==> src/rtl/enigma_pkg.sv <==
// Shared constants and helpers for the enigma stream cipher: alphabet size,
// character codes, the per-map reflection constants and letter classification.
package enigma_pkg;

   localparam int LETTERS = 26;

   localparam logic [7:0] CHAR_UA = 8'h41;
   localparam logic [7:0] CHAR_UZ = 8'h5A;
   localparam logic [7:0] CHAR_LA = 8'h61;
   localparam logic [7:0] CHAR_LZ = 8'h7A;

   // Odd constants keep every map fixed-point free and self-inverse.
   function automatic logic [4:0] map_const(input int unsigned k);
      logic [4:0] c;
      case (k)
         32'd0:   c = 5'd3;
         32'd1:   c = 5'd11;
         32'd2:   c = 5'd17;
         32'd3:   c = 5'd25;
         default: begin
            c    = 5'((32'd8 * k + 32'd3) % 32'd26);
            c[0] = 1'b1;
         end
      endcase
      return c;
   endfunction

   function automatic logic is_letter(input logic [7:0] ch);
      return ((ch >= CHAR_UA) && (ch <= CHAR_UZ)) ||
             ((ch >= CHAR_LA) && (ch <= CHAR_LZ));
   endfunction

endpackage

==> src/rtl/enigma_stream_cipher_map_unit.sv <==
// Combinational letter substitution: oidx = (C[sel] + 2*rotor - idx) mod 26,
// case preserved, non-letters passed through untouched.
module enigma_map_unit
   import enigma_pkg::*;
#(
   parameter int SEL_W = 2
)(
   input  logic [7:0]       in_char,
   input  logic [SEL_W-1:0] sel,
   input  logic [4:0]       rotor,
   output logic [7:0]       out_char,
   output logic             letter
);

   logic [4:0] idx_s;
   logic [6:0] sum_s;
   logic [6:0] oidx_s;

   // Substitute one character through the selected reflection map
   always_comb begin
      letter = is_letter(in_char);
      // 'A' and 'a' both have 5'd1 in their low bits, so idx is the low bits minus one.
      idx_s  = in_char[4:0] - 5'd1;
      sum_s  = {2'b00, map_const(32'(sel))} + {1'b0, rotor, 1'b0} + 7'd26 - {2'b00, idx_s};
      oidx_s = sum_s % 7'd26;
      if (letter) begin
         out_char = {in_char[7:5], 5'b00000} + {1'b0, oidx_s} + 8'd1;
      end else begin
         out_char = in_char;
      end
   end

endmodule

==> src/rtl/enigma_stream_cipher.sv <==
// Streaming letter cipher: key register file, key pointer / rotor counters,
// one registered output stage with valid/ready handshake.
module enigma_stream_cipher
   import enigma_pkg::*;
#(
   parameter  int NUM_MAPS = 4,
   parameter  int KEY_LEN  = 4,
   parameter  int ROTOR_EN = 1,
   localparam int SEL_W    = (NUM_MAPS > 1) ? $clog2(NUM_MAPS) : 1,
   localparam int IDX_W    = (KEY_LEN > 1) ? $clog2(KEY_LEN) : 1
)(
   input  logic             clk,
   input  logic             rst_n,
   input  logic             in_valid,
   output logic             in_ready,
   input  logic [7:0]       in_data,
   output logic             out_valid,
   input  logic             out_ready,
   output logic [7:0]       out_data,
   input  logic             key_we,
   input  logic [IDX_W-1:0] key_waddr,
   input  logic [SEL_W-1:0] key_wdata,
   input  logic             key_len_we,
   input  logic [IDX_W:0]   key_len_data,
   input  logic             msg_start,
   output logic [IDX_W-1:0] key_ptr,
   output logic [4:0]       rotor_pos
);

   logic [KEY_LEN-1:0][SEL_W-1:0] key_q, key_d;
   logic [IDX_W:0]                key_len_q, key_len_d;
   logic [IDX_W-1:0]              key_ptr_q, key_ptr_d;
   logic [4:0]                    rotor_q, rotor_d;
   logic                          out_valid_q, out_valid_d;
   logic [7:0]                    out_data_q, out_data_d;

   logic             in_ready_s;
   logic             accept_s;
   logic [IDX_W-1:0] cur_ptr_s;
   logic [4:0]       cur_rot_s;
   logic [4:0]       map_rot_s;
   logic [SEL_W-1:0] sel_s;
   logic [IDX_W:0]   last_idx_s;
   logic [7:0]       mapped_s;
   logic             letter_s;

   // Handshake and the pointer/rotor values seen by this cycle's character
   always_comb begin
      in_ready_s = !out_valid_q || out_ready;
      accept_s   = in_valid && in_ready_s;
      if (msg_start) begin
         cur_ptr_s = {IDX_W{1'b0}};
         cur_rot_s = 5'd0;
      end else begin
         cur_ptr_s = key_ptr_q;
         cur_rot_s = rotor_q;
      end
      map_rot_s  = (ROTOR_EN != 0) ? cur_rot_s : 5'd0;
      sel_s      = key_q[cur_ptr_s];
      last_idx_s = key_len_q - {{IDX_W{1'b0}}, 1'b1};
   end

   enigma_map_unit #(.SEL_W(SEL_W)) u_map (
      .in_char  (in_data),
      .sel      (sel_s),
      .rotor    (map_rot_s),
      .out_char (mapped_s),
      .letter   (letter_s)
   );

   // Next-state for counters, key storage and the output register
   always_comb begin
      key_ptr_d = cur_ptr_s;
      rotor_d   = cur_rot_s;
      if (accept_s && letter_s) begin
         // ">=" also catches a pointer stranded beyond a freshly shortened key.
         if ({1'b0, cur_ptr_s} >= last_idx_s) begin
            key_ptr_d = {IDX_W{1'b0}};
         end else begin
            key_ptr_d = cur_ptr_s + IDX_W'(1'b1);
         end
         if (cur_rot_s == 5'd25) begin
            rotor_d = 5'd0;
         end else begin
            rotor_d = cur_rot_s + 5'd1;
         end
      end else begin
         key_ptr_d = cur_ptr_s;
         rotor_d   = cur_rot_s;
      end

      key_d = key_q;
      if (key_we && (int'(key_waddr) < KEY_LEN)) begin
         key_d[key_waddr] = key_wdata;
      end else begin
         key_d = key_q;
      end

      key_len_d = key_len_q;
      if (key_len_we) begin
         if (key_len_data == {(IDX_W+1){1'b0}}) begin
            key_len_d = {{IDX_W{1'b0}}, 1'b1};
         end else if (key_len_data > (IDX_W+1)'(KEY_LEN)) begin
            key_len_d = (IDX_W+1)'(KEY_LEN);
         end else begin
            key_len_d = key_len_data;
         end
      end else begin
         key_len_d = key_len_q;
      end

      out_valid_d = out_valid_q;
      out_data_d  = out_data_q;
      if (accept_s) begin
         out_valid_d = 1'b1;
         out_data_d  = mapped_s;
      end else if (out_ready) begin
         out_valid_d = 1'b0;
         out_data_d  = out_data_q;
      end else begin
         out_valid_d = out_valid_q;
         out_data_d  = out_data_q;
      end
   end

   // State registers; reset also wipes the key, so the host must reprogram it
   always_ff @(posedge clk or negedge rst_n) begin
      if (!rst_n) begin
         key_q       <= {(KEY_LEN*SEL_W){1'b0}};
         key_len_q   <= (IDX_W+1)'(KEY_LEN);
         key_ptr_q   <= {IDX_W{1'b0}};
         rotor_q     <= 5'd0;
         out_valid_q <= 1'b0;
         out_data_q  <= 8'h00;
      end else begin
         key_q       <= key_d;
         key_len_q   <= key_len_d;
         key_ptr_q   <= key_ptr_d;
         rotor_q     <= rotor_d;
         out_valid_q <= out_valid_d;
         out_data_q  <= out_data_d;
      end
   end

   assign in_ready  = in_ready_s;
   assign out_valid = out_valid_q;
   assign out_data  = out_data_q;
   assign key_ptr   = key_ptr_q;
   assign rotor_pos = rotor_q;

endmodule

==> config.mk <==
export PLATFORM = sky130hd
export DESIGN_NAME = enigma_stream_cipher
export DESIGN_NICKNAME = d
export VERILOG_FILES = /design/src/rtl/enigma_pkg.sv /design/src/rtl/enigma_stream_cipher_map_unit.sv /design/src/rtl/enigma_stream_cipher.sv
export SDC_FILE = /design/constraint.sdc
export NUM_CORES = 1
export LEC_CHECK = 0
export BUFFER_PORTS_ARGS = -buffer_cell sky130_fd_sc_hd__buf_2
export CELL_PAD_IN_SITES_DETAIL_PLACEMENT = 0
export CELL_PAD_IN_SITES_GLOBAL_PLACEMENT = 1
export CORE_ASPECT_RATIO = 1.1
export CORE_MARGIN = 8
export CORE_UTILIZATION = 38
export CTS_BUF_LIST = sky130_fd_sc_hd__clkbuf_2
export DETAILED_ROUTE_END_ITERATION = 8
export GPL_TIMING_DRIVEN = 0
export PLACE_DENSITY = 0.72
export SYNTH_ARGS = -nofsm -noshare
export SYNTH_HDL_FRONTEND = slang
export SYNTH_HIERARCHICAL = 1
export SYNTH_SLANG_ARGS = --single-unit
export TNS_END_PERCENT = 30
==> constraint.sdc <==
create_clock -name clk -period 14.4 [get_ports clk]
set_clock_uncertainty 0.1 [all_clocks]
set_input_delay 0.72 -clock clk [delete_from_list [all_inputs] [get_ports clk]]
set_output_delay 0.72 -clock clk [all_outputs]
set_load 0.02 [all_outputs]
==> flow_metrics.tcl <==
set metrics [dict create \
    h-tree-depth 1 \
    clock-sinks 27 \
    slew_violations 0 \
    r2r_start "key_ptr[1]" \
    synthArstFlopShare_pct 100 \
    drv_cap 0 \
    synthCells 251 \
    peakVddDrop_mv 0.0593 \
    outcome "finished, final reports clean" \
    ys_types 62 \
    cts_tree "done" \
    startpoint_type "primary input" \
    ctsResizeCount 0 \
    stdcell_count 374 \
    dp_cells 370 \
    cts_buffers 3 \
    synth_compound_area_share_pct 15.4 \
    cts_setup_buffers 0 \
    dieArea_sq_um 8910 \
    holdBufCountCts 0 \
    ant_nets 0 \
    vias 1931 \
    diodes 0 \
    drt_wl_total_mm 5.12 \
    r2r_cells 19 \
    synth_fa_ha_area_share_pct 13.1 \
    rr_endpoint "out_data[4]" \
    initial_utilization_pct 38.6 \
    slew-limit-headroom_pct 59.1 \
    p_per_area_nw_per_um2 124 \
    clock_latency_ps 350 \
    drc 0 \
    tns_ps 0 \
    worst_pin_slew_ps 614 \
    max_freq_mhz 195 \
    port-buffer-count 38 \
    grt_pass1_wl_mm 9.02 \
    grt_pass1_vias 1984 \
    die_w_um 90.7 \
    setup_viol 0 \
    endpoint "out_data[4]" \
    required_ps 14580 \
    arrival_ps 5300 \
    die_y_um 98.2 \
    cts_root_buffer "clkbuf_2" \
    post-route-period-util_pct 35.6 \
    rsz0062_at_grt "no" \
    endpoint_kind "flip-flop" \
    track_usage_pct 11.8 \
    period_needed_ps 5120 \
    crit_type "primary input to flip-flop" \
    power.leakage_nw 1.21 \
    fp.coreArea_sq_um 6040 \
    synth_xor_xnor_area_share_pct 4.45 \
    hpwl_mm 4.09 \
    synth-seq-area-share_pct 29.0 \
    synth.avg_cell_area_sq_um 9.30 \
    drive_above_1_share_pct 28.2 \
    routedWlPerCell_um 13.7 \
    synth_edf_count 0 \
    yosys.area_share.simple_pct 21.9 \
    hold_viol 0 \
    antenna_found_initial 0 \
    rrSetupSlack_ps 9290 \
    crit_fanout 9 \
    synth_area_sq_um 2330 \
    gp_congestion 0.758 \
    synth_top_family_by_area "simple AND/OR/NAND/NOR gates" \
    ios 39 \
    cp-startpoint "in_data[0]" \
    path_clk_slew_ps 250 \
    hp-class "primary input to asynchronous set/reset pin" \
    synth_warnings 6 \
    grt_max_degree 28 \
    synthFlopType "dfrtp_1" \
    avgViaCountPerCell 5.16 \
    synth_mux_area_share_pct 10.9 \
    area_growth_pct 13.5 \
    synth.ff_latch_count 27 \
    placementRows 30 \
    drt_iter0_drc 56 \
    first_pass_iters 4 \
    clock_path_buffers 2 \
    final_nets 339 \
    grt-ovfl-total 0 \
]
-- synthesized netlist by cell type, drive strengths merged, types with 2 or more instances --
library cell	number	area, sq um
nand2	18	67.6
nand4	4	25.0
fa	4	80.1
nor3	5	41.3
o21ai	22	114
ha	18	225
mux2i	4	40.0
inv	25	93.8
o211ai	4	30.0
xnor2	6	60.1
nand3	8	40.0
nor2	11	43.8
a211oi	2	15.0
o31ai	2	15.0
nor4b	2	17.5
a21o	2	16.3
mux2	19	214
or2	2	12.5
a31oi	2	12.5
dfrtp	26	651
buf	4	20.0
nand3b	4	30.0
nand2b	6	45.0
and3	3	20.0
nor3b	2	15.0
a22oi	2	15.0
and2	3	18.8
xor2	5	43.8
a21oi	10	53.8
nor2b	6	45.1
-- final cells by class --
class / instances / area, sq um
buffer: 5 / 23.8
clock buffer: 4 / 20.0
fill: 611 / 3400
inverter: 25 / 93.8
multi-input combinational: 195 / 1540
sequential: 27 / 677
tap: 80 / 100
timing repair buffer: 38 / 190
-- per-stage QoR --
step	utilization [%]	setup slack [ps]	total power (W)	hold WS, ps	cell area, sq um
final	43.8	9280	0.000327	236	2650
after global routing	43.8	8960	0.000361	238	2650
after CTS	43.8	9280	0.000330	239	2650
after detailed placement	43.5	8850	0.000299	389	2630
after global placement	43.5	8850	0.000299	385	2630
after floorplan	-	9400	0.000252	324	2340
-- metal layers --
layer / up-vias / track usage, % / wire (um)
met4: 0 / 3.08 / 36
li1: 983 / - / -
met2: 27 / 21.9 / 2560
met5: - / 0 / 0
met3: 2 / 1.69 / 139
met1: 919 / 13.7 / 2390
-- registers in the layout, indices dropped and copies added (netlist names) --
| name | cells |
|---|---|
| key_ptr | 2 |
| key_q | 8 |
| key_len_q | 3 |
| out_valid | 1 |
| rotor_pos | 5 |
| out_data | 8 |
-- cells by family (layout without fill, tap and decap cells) --
kind of cell | count (synthesis) | count (layout)
compound gates | 55 | 55
xor+xnor | 11 | 11
fa+ha+maj | 22 | 22
buf+inv | 30 | 72
flops | 27 | 27
mux | 23 | 23
other cells | 1 | 2
simple gates | 82 | 82
-- worst max-delay path, cell delays in order --
cell and delay, ps:
buf_2 180, inv_1 90, ha_1 220, nand2_1 100, xnor2_1 140, ha_1 280
fa_1 530, fa_1 510, xnor2_2 390, o21ai_0 210, o22a_2 280, xor2_1 160
ha_1 250, or4_1 530, o2111a_1 160, o211ai_1 190, a31oi_1 100, mux2_2 260
-- where the power goes --
group | total, W | internal (W) | switching [W]
clock network | 0.0000294 | 0.00000733 | 0.0000221
registers | 0.0000938 | 0.0000880 | 0.00000577
logic | 0.000204 | 0.0000845 | 0.000119
-- worst min-delay path by stage --
stage                   end        start  cells after the start  slack, ps
5_1_grt        key_len_q[1]        rst_n                      1        240
2_1_floorplan  key_len_q[0]        rst_n                      0        320
6_report       key_len_q[1]        rst_n                      1        240
4_1_cts        rotor_pos[1]        rst_n                      1        240
3_3_place_gp    out_data[6]  out_data[6]                      1        390
3_5_place_dp       key_q[6]     key_q[6]                      1        390
-- cells in the final DEF, fill, tap and decap left out, types with 3 or more instances in the layout --
cell / instances
nand3b_1: 4
inv_1: 25
a21oi_1: 9
fa_1: 4
xnor2_1: 5
xor2_1: 5
nand4_1: 4
dfrtp_1: 26
mux2_2: 19
mux2i_1: 4
ha_1: 18
nand3_1: 8
nand2_1: 18
clkbuf_2: 4
buf_2: 42
nor2b_2: 3
nor3_1: 3
o21ai_1: 4
nor2b_1: 3
o211ai_1: 4
nand2b_1: 5
o21ai_0: 17
and2_1: 3
nor2_1: 10
Power figures use the tool's default switching activity.
